===== config.mk =====
export PLATFORM = sky130hd
export DESIGN_NAME = nap_countdown
export DESIGN_NICKNAME = d
export VERILOG_FILES = /design/src/rtl/nap_countdown.sv
export SDC_FILE = /design/constraint.sdc
export NUM_CORES = 1
export LEC_CHECK = 0
export ABC_AREA = 1
export CORE_MARGIN = 1
export CORE_UTILIZATION = 50
export CTS_BUF_LIST = sky130_fd_sc_hd__clkbuf_8
export CTS_CLUSTER_DIAMETER = 150
export DETAILED_ROUTE_END_ITERATION = 10
export PLACE_DENSITY = 0.76
export SLEW_MARGIN = 20
export SYNTH_ARGS = -nofsm -noshare
export SYNTH_HDL_FRONTEND = slang
export SYNTH_SLANG_ARGS = --single-unit

===== constraint.sdc =====
create_clock -name clk -period 2.18 [get_ports clk]
set_input_delay 0.218 -clock clk [delete_from_list [all_inputs] [get_ports clk]]
set_output_delay 0.218 -clock clk [all_outputs]
set_load 0.05 [all_outputs]

===== src/rtl/nap_countdown.sv =====
// Nap countdown timer: captures HH:MM:SS from the setting stage, counts down once per
// second in BCD, then holds a timed alarm before returning to idle.
module nap_countdown #(
  parameter int unsigned CLK_DIV    = 1000,
  parameter int unsigned ALARM_SECS = 30
) (
  input  logic       clk,
  input  logic       rst,
  input  logic       completeSetting,
  input  logic [3:0] hour_ten_in,
  input  logic [3:0] hour_one_in,
  input  logic [3:0] min_ten_in,
  input  logic [3:0] min_one_in,
  input  logic [3:0] sec_ten_in,
  input  logic [3:0] sec_one_in,
  input  logic       start_stop,
  input  logic       clear,
  output logic [3:0] hour_ten_out,
  output logic [3:0] hour_one_out,
  output logic [3:0] min_ten_out,
  output logic [3:0] min_one_out,
  output logic [3:0] sec_ten_out,
  output logic [3:0] sec_one_out,
  output logic       running,
  output logic       alarm,
  output logic       done_pulse
);

  localparam int unsigned PW = $clog2(CLK_DIV);
  localparam int unsigned AW = $clog2(ALARM_SECS + 1);
  localparam logic [PW-1:0] PRESC_MAX = PW'(CLK_DIV - 1);
  localparam logic [AW-1:0] ACNT_LAST = AW'(ALARM_SECS - 1);
  // Per-digit borrow targets, packed in the same order as time_q (sec_one in the LSBs).
  localparam logic [23:0] DIGIT_TOP = {4'd9, 4'd9, 4'd5, 4'd9, 4'd5, 4'd9};

  typedef enum logic [2:0] {
    S_IDLE,
    S_LOADED,
    S_RUNNING,
    S_PAUSED,
    S_ALARM
  } state_e;

  state_e        state_q, state_d;
  logic [23:0]   time_q, time_d;
  logic [PW-1:0] presc_q, presc_d;
  logic [AW-1:0] acnt_q, acnt_d;
  logic          done_q, done_d;
  logic          cs_q;

  logic          load_ok, counting, tick, at_end;
  logic [23:0]   load_val, dec_val;

  function automatic logic [3:0] clamp(input logic [3:0] v, input logic [3:0] top);
    return (v > top) ? top : v;
  endfunction

  // Returns {borrow_out, digit}.
  function automatic logic [4:0] bcd_dec(input logic [3:0] v, input logic [3:0] top,
                                         input logic b_in);
    if (!b_in)     return {1'b0, v};
    if (v == 4'd0) return {1'b1, top};
    return {1'b0, v - 4'd1};
  endfunction

  assign load_val = {clamp(hour_ten_in, 4'd9), clamp(hour_one_in, 4'd9),
                     clamp(min_ten_in, 4'd5),  clamp(min_one_in, 4'd9),
                     clamp(sec_ten_in, 4'd5),  clamp(sec_one_in, 4'd9)};
  assign load_ok  = completeSetting && !cs_q && (state_q inside {S_IDLE, S_LOADED, S_PAUSED});
  assign counting = state_q inside {S_RUNNING, S_ALARM};
  assign tick     = counting && (presc_q == PRESC_MAX);
  assign at_end   = (time_q == 24'h000001) || (time_q == '0);

  always_comb begin : dec_chain
    logic [4:0] r;
    logic       b;
    dec_val = time_q;
    b       = 1'b1;
    for (int unsigned i = 0; i < 6; i++) begin
      r                 = bcd_dec(time_q[i*4 +: 4], DIGIT_TOP[i*4 +: 4], b);
      dec_val[i*4 +: 4] = r[3:0];
      b                 = r[4];
    end
  end

  always_ff @(posedge clk or posedge rst) begin
    if (rst) begin
      state_q <= S_IDLE;
      time_q  <= '0;
      presc_q <= '0;
      acnt_q  <= '0;
      done_q  <= 1'b0;
      cs_q    <= 1'b0;
    end else begin
      state_q <= state_d;
      time_q  <= time_d;
      presc_q <= presc_d;
      acnt_q  <= acnt_d;
      done_q  <= done_d;
      cs_q    <= completeSetting;
    end
  end

  // Event priority: clear > load > start_stop > tick.
  always_comb begin
    state_d = state_q;
    if (clear) begin
      state_d = S_IDLE;
    end else if (load_ok) begin
      state_d = (load_val == '0) ? S_IDLE : S_LOADED;
    end else if (start_stop) begin
      case (state_q)
        S_LOADED:  state_d = S_RUNNING;
        S_RUNNING: state_d = S_PAUSED;
        S_PAUSED:  state_d = S_RUNNING;
        S_ALARM:   state_d = S_IDLE;
        default:   state_d = state_q;
      endcase
    end else if (tick) begin
      if (state_q == S_RUNNING && at_end)                 state_d = S_ALARM;
      else if (state_q == S_ALARM && acnt_q == ACNT_LAST) state_d = S_IDLE;
    end
  end

  // A pause holds presc_q so resuming keeps the partial second.
  always_comb begin
    time_d  = time_q;
    presc_d = presc_q;
    acnt_d  = acnt_q;
    done_d  = 1'b0;
    if (clear) begin
      time_d  = '0;
      presc_d = '0;
      acnt_d  = '0;
    end else if (load_ok) begin
      time_d  = load_val;
      presc_d = '0;
      acnt_d  = '0;
    end else if (start_stop) begin
      if (state_q == S_LOADED) presc_d = '0;
      if (state_q == S_ALARM) begin
        presc_d = '0;
        acnt_d  = '0;
      end
    end else if (counting) begin
      presc_d = tick ? '0 : presc_q + 1'b1;
      if (tick && state_q == S_RUNNING) begin
        if (at_end) begin
          time_d = '0;
          acnt_d = '0;
          done_d = 1'b1;
        end else begin
          time_d = dec_val;
        end
      end else if (tick && state_q == S_ALARM) begin
        acnt_d = (acnt_q == ACNT_LAST) ? '0 : acnt_q + 1'b1;
      end
    end
  end

  always_comb begin
    running = (state_q == S_RUNNING);
    alarm   = (state_q == S_ALARM);
  end

  assign done_pulse   = done_q;
  assign hour_ten_out = time_q[23:20];
  assign hour_one_out = time_q[19:16];
  assign min_ten_out  = time_q[15:12];
  assign min_one_out  = time_q[11:8];
  assign sec_ten_out  = time_q[7:4];
  assign sec_one_out  = time_q[3:0];

endmodule


* Word level (Yosys, flattened, before mapping)
Index checks and enable logic that the tools add are counted.
** Operators by class
- Add/sub/neg operators :: 8
- $lt $le $gt $ge :: 6
- Equal/unequal tests :: 12
- Muxes and demuxes :: 75
- Reduce and logical (&&, ||, !) cells :: 31
** Operator list (number)
- 2-to-1 mux 24 bit :: 6
- 2-to-1 mux 5 bit :: 27
- 2-to-1 mux 10 bit :: 7
- zero test 24 bit :: 2
- 2-to-1 mux 4 bit :: 10
- == test 24 x 1 -> 1 bit (second input constant) :: 1
- zero test 4 bit :: 6
- subtractor 4 x 1 -> 4 bit (second input constant) :: 6
- 2-to-1 mux 1 bit :: 18
- 2-to-1 mux 3 bit :: 6
- greater-than comparator 4 bit (second input constant) :: 4
- adder 10 x 1 -> 10 bit (second input constant) :: 1
- == test 10 bit (second input constant) :: 1
- nonzero test 5 bit :: 2
- case mux 3 bit (3 select lines) :: 1
- nonzero test 3 bit :: 3
- greater-than comparator 4 x 3 -> 1 bit (second input constant) :: 2
- nonzero test 4 bit :: 2
- logical AND 1 bit :: 7
- == test 3 x 2 -> 1 bit (second input constant) :: 2
- inequality test 6 x 2 -> 1 bit (second input constant) :: 1
- AND reduction 3 bit :: 2
- adder 5 x 1 -> 5 bit (second input constant) :: 1
- == test 5 bit (second input constant) :: 1
- 13 further kinds :: 13
** Word-level totals
- Bits in registers :: 44
- Input bits :: 29
- Output and inout port bits :: 27
- Word-level logic and storage cells :: 138

* Longest topological paths before layout
Gate-level depths: netlist of the first run.
- Depth after elaboration :: 29
- Gate-level depth with buffers :: 14

* Least setup slack after synthesis of the first run
No wires, ideal clock.
- Kind :: register to register
- Start point :: register time_q[4]
- End point :: register time_q[6]
- Setup time :: 66 ps
- Data arrival time :: 1967 ps
- Required time :: 2114 ps
- Slack :: 147 ps
- Cell stages (with the launch flop) :: 13
- Buffers on the path :: 1
- Path through :: dfrtp_1 > inv_1 > ha_1 > nand2_1 > nor2_1 > nand3_1 > buf_4 > nand2_1 > nor2_2 > inv_1 > nand2_1 > nand2_1 > nand2_1
** Between the ends
- Cells in the longest elaborated chain, start to end :: 11
- Elaborated cells between the ends (all ways) :: 16
** RTL lines
- start, declared :: line 45 : logic [23:0] time_q, time_d;
- start signal, assigned :: line 96 : time_q <= time_d;
- branches (longest 5 deep; another with subtractor 4 x 1 -> 4 bit)
- 2-to-1 mux 24 bit (*) :: line 148 : if (at_end) begin
- 2-to-1 mux 24 bit (*) :: line 147 : if (tick && state_q == S_RUNNING) begin
- 2-to-1 mux 24 bit (*) :: line 145 : end else if (counting) begin
- 2-to-1 mux 24 bit (*) :: line 139 : end else if (start_stop) begin
- 2-to-1 mux 24 bit (*) :: line 135 : end else if (load_ok) begin
- 2-to-1 mux 24 bit (*) :: line 131 : if (clear) begin
Mark *: on every way between the ends. The select of a mux whose other input is x is not followed.
A chain may end at the register's enable or synchronous reset.

* Worst setup path in the final report of the first run
- Start point :: register state_q[2]
- End point :: output port running
** Between the ends
- Cells in the longest elaborated chain, start to end :: 1
** RTL lines
- start, declared :: line 44 : state_e state_q, state_d;
- start signal, assigned :: line 95 : state_q <= state_d;
- == test 3 x 2 -> 1 bit :: line 162 : running = (state_q == S_RUNNING);
- end, declared :: line 24 : output logic running,
No other way between the ends.

==> results of run 1 <==
==> kinds of logic after synthesis <==
family,Yosys count,share of synthesized area [%]
simple gates,325,43.0
buf+inv,89,9.99
compound gates,59,9.85
flops,44,32.4
fa+ha+maj,10,3.69
xor+xnor,4,1.03
==> worst paths after layout <==
path	from	end	slack (ps)	cells past startpoint
setup / recovery	state_q[2]	running	90	4
hold / removal	rst	time_q[4]	340	3
setup reg to reg	time_q[4]	time_q[23]	180	10
hold reg to reg	time_q[5]	time_q[5]	510	2
max in group asynchronous	rst	time_q[16]	1420	3
min in group clk	completeSetting	cs_q	380	1
==> layer usage <==
metal / vias up / wire length, µm / share of wire, %
li1: 1831 / - / -
met1: 1624 / 4140 / 48
met2: 108 / 3750 / 44
met3: 23 / 470 / 5.5
met4: 0 / 228 / 2.7
met5: - / 0 / 0
==> cell usage after synthesis (4+ instances only) <==
cell type | count | share of area, %
ha_1 | 10 | 3.7
nand2_4 | 4 | 1.3
nand3_1 | 59 | 8.7
o21ai_0 | 31 | 4.6
nand2_1 | 165 | 18
nand4_1 | 12 | 2.2
inv_1 | 77 | 8.5
nand3_2 | 4 | 1.2
nor3_1 | 8 | 1.2
nor2_4 | 4 | 1.3
nor2_2 | 5 | 0.92
dfrtp_1 | 44 | 32
a21oi_1 | 12 | 1.8
o21ai_1 | 4 | 0.59
inv_2 | 6 | 0.66
nor2_1 | 56 | 6.2
==> stage by stage <==
step / util (%) / setup slack (ps) / cells / hold slack (ps) / area [µm²]
3_5_place_dp: 63.2 / 209 / 667 / 499 / 4080
2_1_floorplan: - / 147 / 531 / 249 / 3390
4_1_cts: 65.2 / 94.6 / 674 / 374 / 4210
3_3_place_gp: 63.2 / 255 / 667 / 490 / 4080
5_1_grt: 65.3 / 18.2 / 674 / 397 / 4220
6_report: 65.3 / 94.9 / 674 / 344 / 4220
==> layout make-up <==
type,instances,area share (%)
well taps,77,2.28
clock inverters,2,1.42
clock buffers,5,1.63
multi-input cells,398,46.5
inverters,84,7.47
flip-flops and latches,44,26.1
repair buffers,64,14.6
==> timing repair <==
action                                  in CTS  in global routing
gates resized for setup                      0                  2
endpoints found under the setup margin       0                 15
buffers inserted                             0                  0
==> report_power, final <==
part           internal (mW)  switching, mW  leakage, nW
Clock                  0.451          0.279       0.0642
Sequential             0.979          0.171        0.596
Combinational          0.872           1.70         1.51
==> registers in the layout, summed over array words and instances, names as in the netlist <==
| signal | count |
|---|---|
| state_q | 3 |
| presc_q | 10 |
| time_q | 24 |
| cs_q | 1 |
| done_pulse | 1 |
| acnt_q | 5 |
==> worst min-delay path, stage by stage <==
cell             delay (ps)
clkdlybuf4s50_1         400
clkinv_1                 40
buf_4                   460
==> impl_metrics.ini, run 1 <==
[die]
dieHeight_um = 84.4
io_pins = 56
core_um2 = 6460
start_util_pct = 52.5
dieArea_um2 = 7120
rows = 29
die_w_um = 84.4

[drt]
wl_per_cell_um = 12.7
viasPerCell = 5.32
drtPass1Iterations = 8
antenna_left = 0
wirelength_mm = 8.59
drc_errors = 4
dr_total_vias = 3586
drtIter0Drc = 225

[sta]
finClkSkew_ps = 7.25
finalHoldViolations = 0
period_needed_ps = 2090
relSlewSlack_pct = 61.5
setup_violations = 0
worst_pin_slew_ps = 577
drv_slew = 0
max_freq_mhz = 480
post-route-period-util_pct = 95.6
rsz0062_at_grt = no
tns_ps = 0

[cells_and_area]
n_antenna_cell = 0
register_area_um2 = 1100
layout_common_cells = nand2_1, inv_1, nand3_1
multi_input_area_um2 = 1960
fin_nets = 636
area_growth_pct = 24.4
fillers = 570
layout_commonest_cell = nand2_1
drive_above_1_share_pct = 8.04

[synthesis]
synthDistinctLibCells = 33
synth_area_um2 = 3390
synth_ff_type = dfrtp_1
ys_seq_area_share_pct = 32.4
synth_nets = 570
synth.ff_latch_count = 44
synth-edff-count = 0
avgSynthCellArea_um2 = 6.39
ys_warn_count = 0
syn-instance-count = 531
async_flop_share_pct = 100

[power]
ir_worst_vdd_mv = 0.727
static-leakage-power_nw = 2.17
fin_total_pwr_mw = 4.45
powerDensity_nw_per_um2 = 1050

[place]
dp_hpwl_mm = 6.64
portBuffers = 55
gp_congestion = 0.966

[global_routing]
grt_util_all_layers_pct = 25.5
use_met1_pct = 34.1
top_usage_layer = met2
overflow = 0
antenna_found_initial = 0
groute.layer.met2.usage_pct = 41.7
grtUsageMet3_pct = 4.03
grt_pass1_vias = 3345
grt_max_degree = 45
grt_pass1_wl_mm = 14.8

[setup_path]
path_delay_family = buffers and inverters
worst_path_max_delay_cell = clkdlybuf4s50_1
cp_max_fo = 5
critPathRequiredTime_ps = 1960
critical_path.cell_chain = inv_2, nand3_2, inv_2, clkdlybuf4s50_1
worstPathArrival_ps = 1870
critPathKind = reg2out
cp-start-kind = flip-flop
crit_path_end_kind = output pin
cpMostUsedCell = inv_2
max_stage_delay_ps = 800
path_buf_inv = 3

[clock_tree]
cts.sinks = 44
cts-root-buf = clkbuf_8
clk_latency_ps = 300
cts_buffers = 5
cts_buffer_depth = 2
clock_tree.htree_level_count = 2
holdBufCountCts = 0
clkTransAtPathRegs_ps = 80
cts_tree = built

[outcome]
failed_checks = DRC
run_status = complete, but fails checks

[flow_run]
drv_cap = 0

[worst_hold_path]
holdCritPathClass = in2async
Note: power is estimated with default switching activity, not from simulation.
==> inputs of run 2 (changes only) <==
- RECOVER_POWER: not set -> 100
- SKIP_CTS_REPAIR_TIMING: not set -> 1
- clock period: 2.18 -> 2 ns (I/O delays scaled with it)
==> impl_metrics.ini, run 2 (synthesis results as in run 1) <==
[setup_path]
critical_path.cell_chain = buf_4, dlygate4sd3_1
max_stage_delay_ps = 870
r2r-start = presc_q[0]
regToRegSetupSlack_ps = 160
path_delay_family = buffers and inverters
worstPathArrival_ps = 1680
crit_path_end_kind = output pin
ff2ff_path_depth = 8
cp-start-kind = flip-flop
r2r_end = acnt_q[1]
critPathKind = reg2out
cp_max_fo = 4
critPathRequiredTime_ps = 1800
path_buf_inv = 2
worst_path_max_delay_cell = dlygate4sd3_1

[clock_tree]
clk_latency_ps = 310
clock_tree.htree_level_count = 2
cts_buffer_depth = 2
cts_buffers = 5
cts_tree = built
cts.sinks = 44
cts-root-buf = clkbuf_8
clkTransAtPathRegs_ps = 90

[cells_and_area]
fillers = 598
largest_reg_flops = 24
fin_nets = 655
top_regs = time_q x24, presc_q x10, acnt_q x5
layout_commonest_cell = nand2_1
utilization_pct = 67.0
area_growth_pct = 27.5
register_area_um2 = 1100
largest-register = time_q
n_antenna_cell = 0
multi_input_area_um2 = 1960
drive_above_1_share_pct = 11.3
layout_common_cells = nand2_1, inv_1, nand3_1

[power]
powerDensity_nw_per_um2 = 1100
static-leakage-power_nw = 2.31
ir_worst_vdd_mv = 0.628

[sta]
finClkSkew_ps = 7.47
relSlewSlack_pct = 53.4
hold_ws_ps = 320
worst_pin_slew_ps = 699
period_needed_ps = 1880
post-route-period-util_pct = 93.9
max_freq_mhz = 533
tns_ps = 0
rsz0062_at_grt = no
setup_violations = 0
finalHoldViolations = 0
drv_slew = 0

[drt]
drtIter0Drc = 210
wl_per_cell_um = 13.2
drc_errors = 2
viasPerCell = 5.35
antenna_left = 0
dr_total_vias = 3711
wirelength_mm = 9.19
drtPass1Iterations = 8

[global_routing]
grt_max_degree = 21
grt_pass1_vias = 3620
antenna_found_initial = 0
grt_pass1_wl_mm = 16.1
grt_util_all_layers_pct = 27.8
overflow = 0

[outcome]
run_status = complete, but fails checks
failed_checks = DRC

[die]
dieHeight_um = 84.4
start_util_pct = 52.5
rows = 29
io_pins = 56
core_um2 = 6460
die_w_um = 84.4
dieArea_um2 = 7120

[place]
gp_congestion = 0.918
dp_hpwl_mm = 7.29
portBuffers = 55

[flow_run]
drv_cap = 0

[worst_hold_path]
holdCritPathClass = in2async
## run 2: layer usage
layer	vias to the layer above	part of all wire (%)	routed length [µm]	track usage, %
met5	-	0	0	0
met4	0	2.4	223	10.0
met3	22	5.8	529	4.72
met2	144	46	4250	46.6
met1	1682	46	4190	36.2
li1	1863	-	-	-
## run 2: final cells by class
class                           instances  area share [%]
Clock buffer                            6            1.91
Multi-Input combinational cell        398            45.4
Timing Repair Buffer                   83            17.4
Tap cell                               77            2.23
Sequential cell                        44            25.5
Inverter                               84            7.29
Clock inverter                          2           0.260
## run 2: how the worst max path moves through the flow
stage	start	to	slack, ps	cells after the start
2_1_floorplan	time_q[5]	time_q[6]	5	12
3_3_place_gp	completeSetting	time_q[5]	130	12
6_report	time_q[6]	sec_ten_out[2]	120	2
5_1_grt	time_q[0]	time_q[22]	8	12
4_1_cts	time_q[12]	time_q[7]	120	12
3_5_place_dp	completeSetting	time_q[20]	100	9
## run 2: worst register-to-register path, stage by stage (launching register included)
cell	delay, ps
dfrtp_1	390
ha_1	200
nand2_1	150
nor3_2	230
nand3_1	240
a21oi_2	240
nand2_1	150
nand2_1	90
nand2_1	50
## run 2: where the power goes
part	total, mW	leakage [nW]	switching (mW)	internal, mW
registers	1.23	0.593	0.164	1.07
logic	2.93	1.67	1.91	1.01
clock network	0.590	0.0486	0.314	0.276
total	4.75	2.31	2.39	2.36
## run 2: stage by stage
| step | cells | instance area [µm²] | setup WS (ps) | power [mW] |
|---|---|---|---|---|
| floorplan | 531 | 3400 | 4.98 | 3.23 |
| global placement | 683 | 4210 | 126 | 4.11 |
| detailed placement | 683 | 4210 | 99.3 | 4.18 |
| CTS | 691 | 4310 | 123 | 4.79 |
| global route | 694 | 4330 | 8.06 | 5.14 |
| finish | 694 | 4330 | 123 | 4.75 |
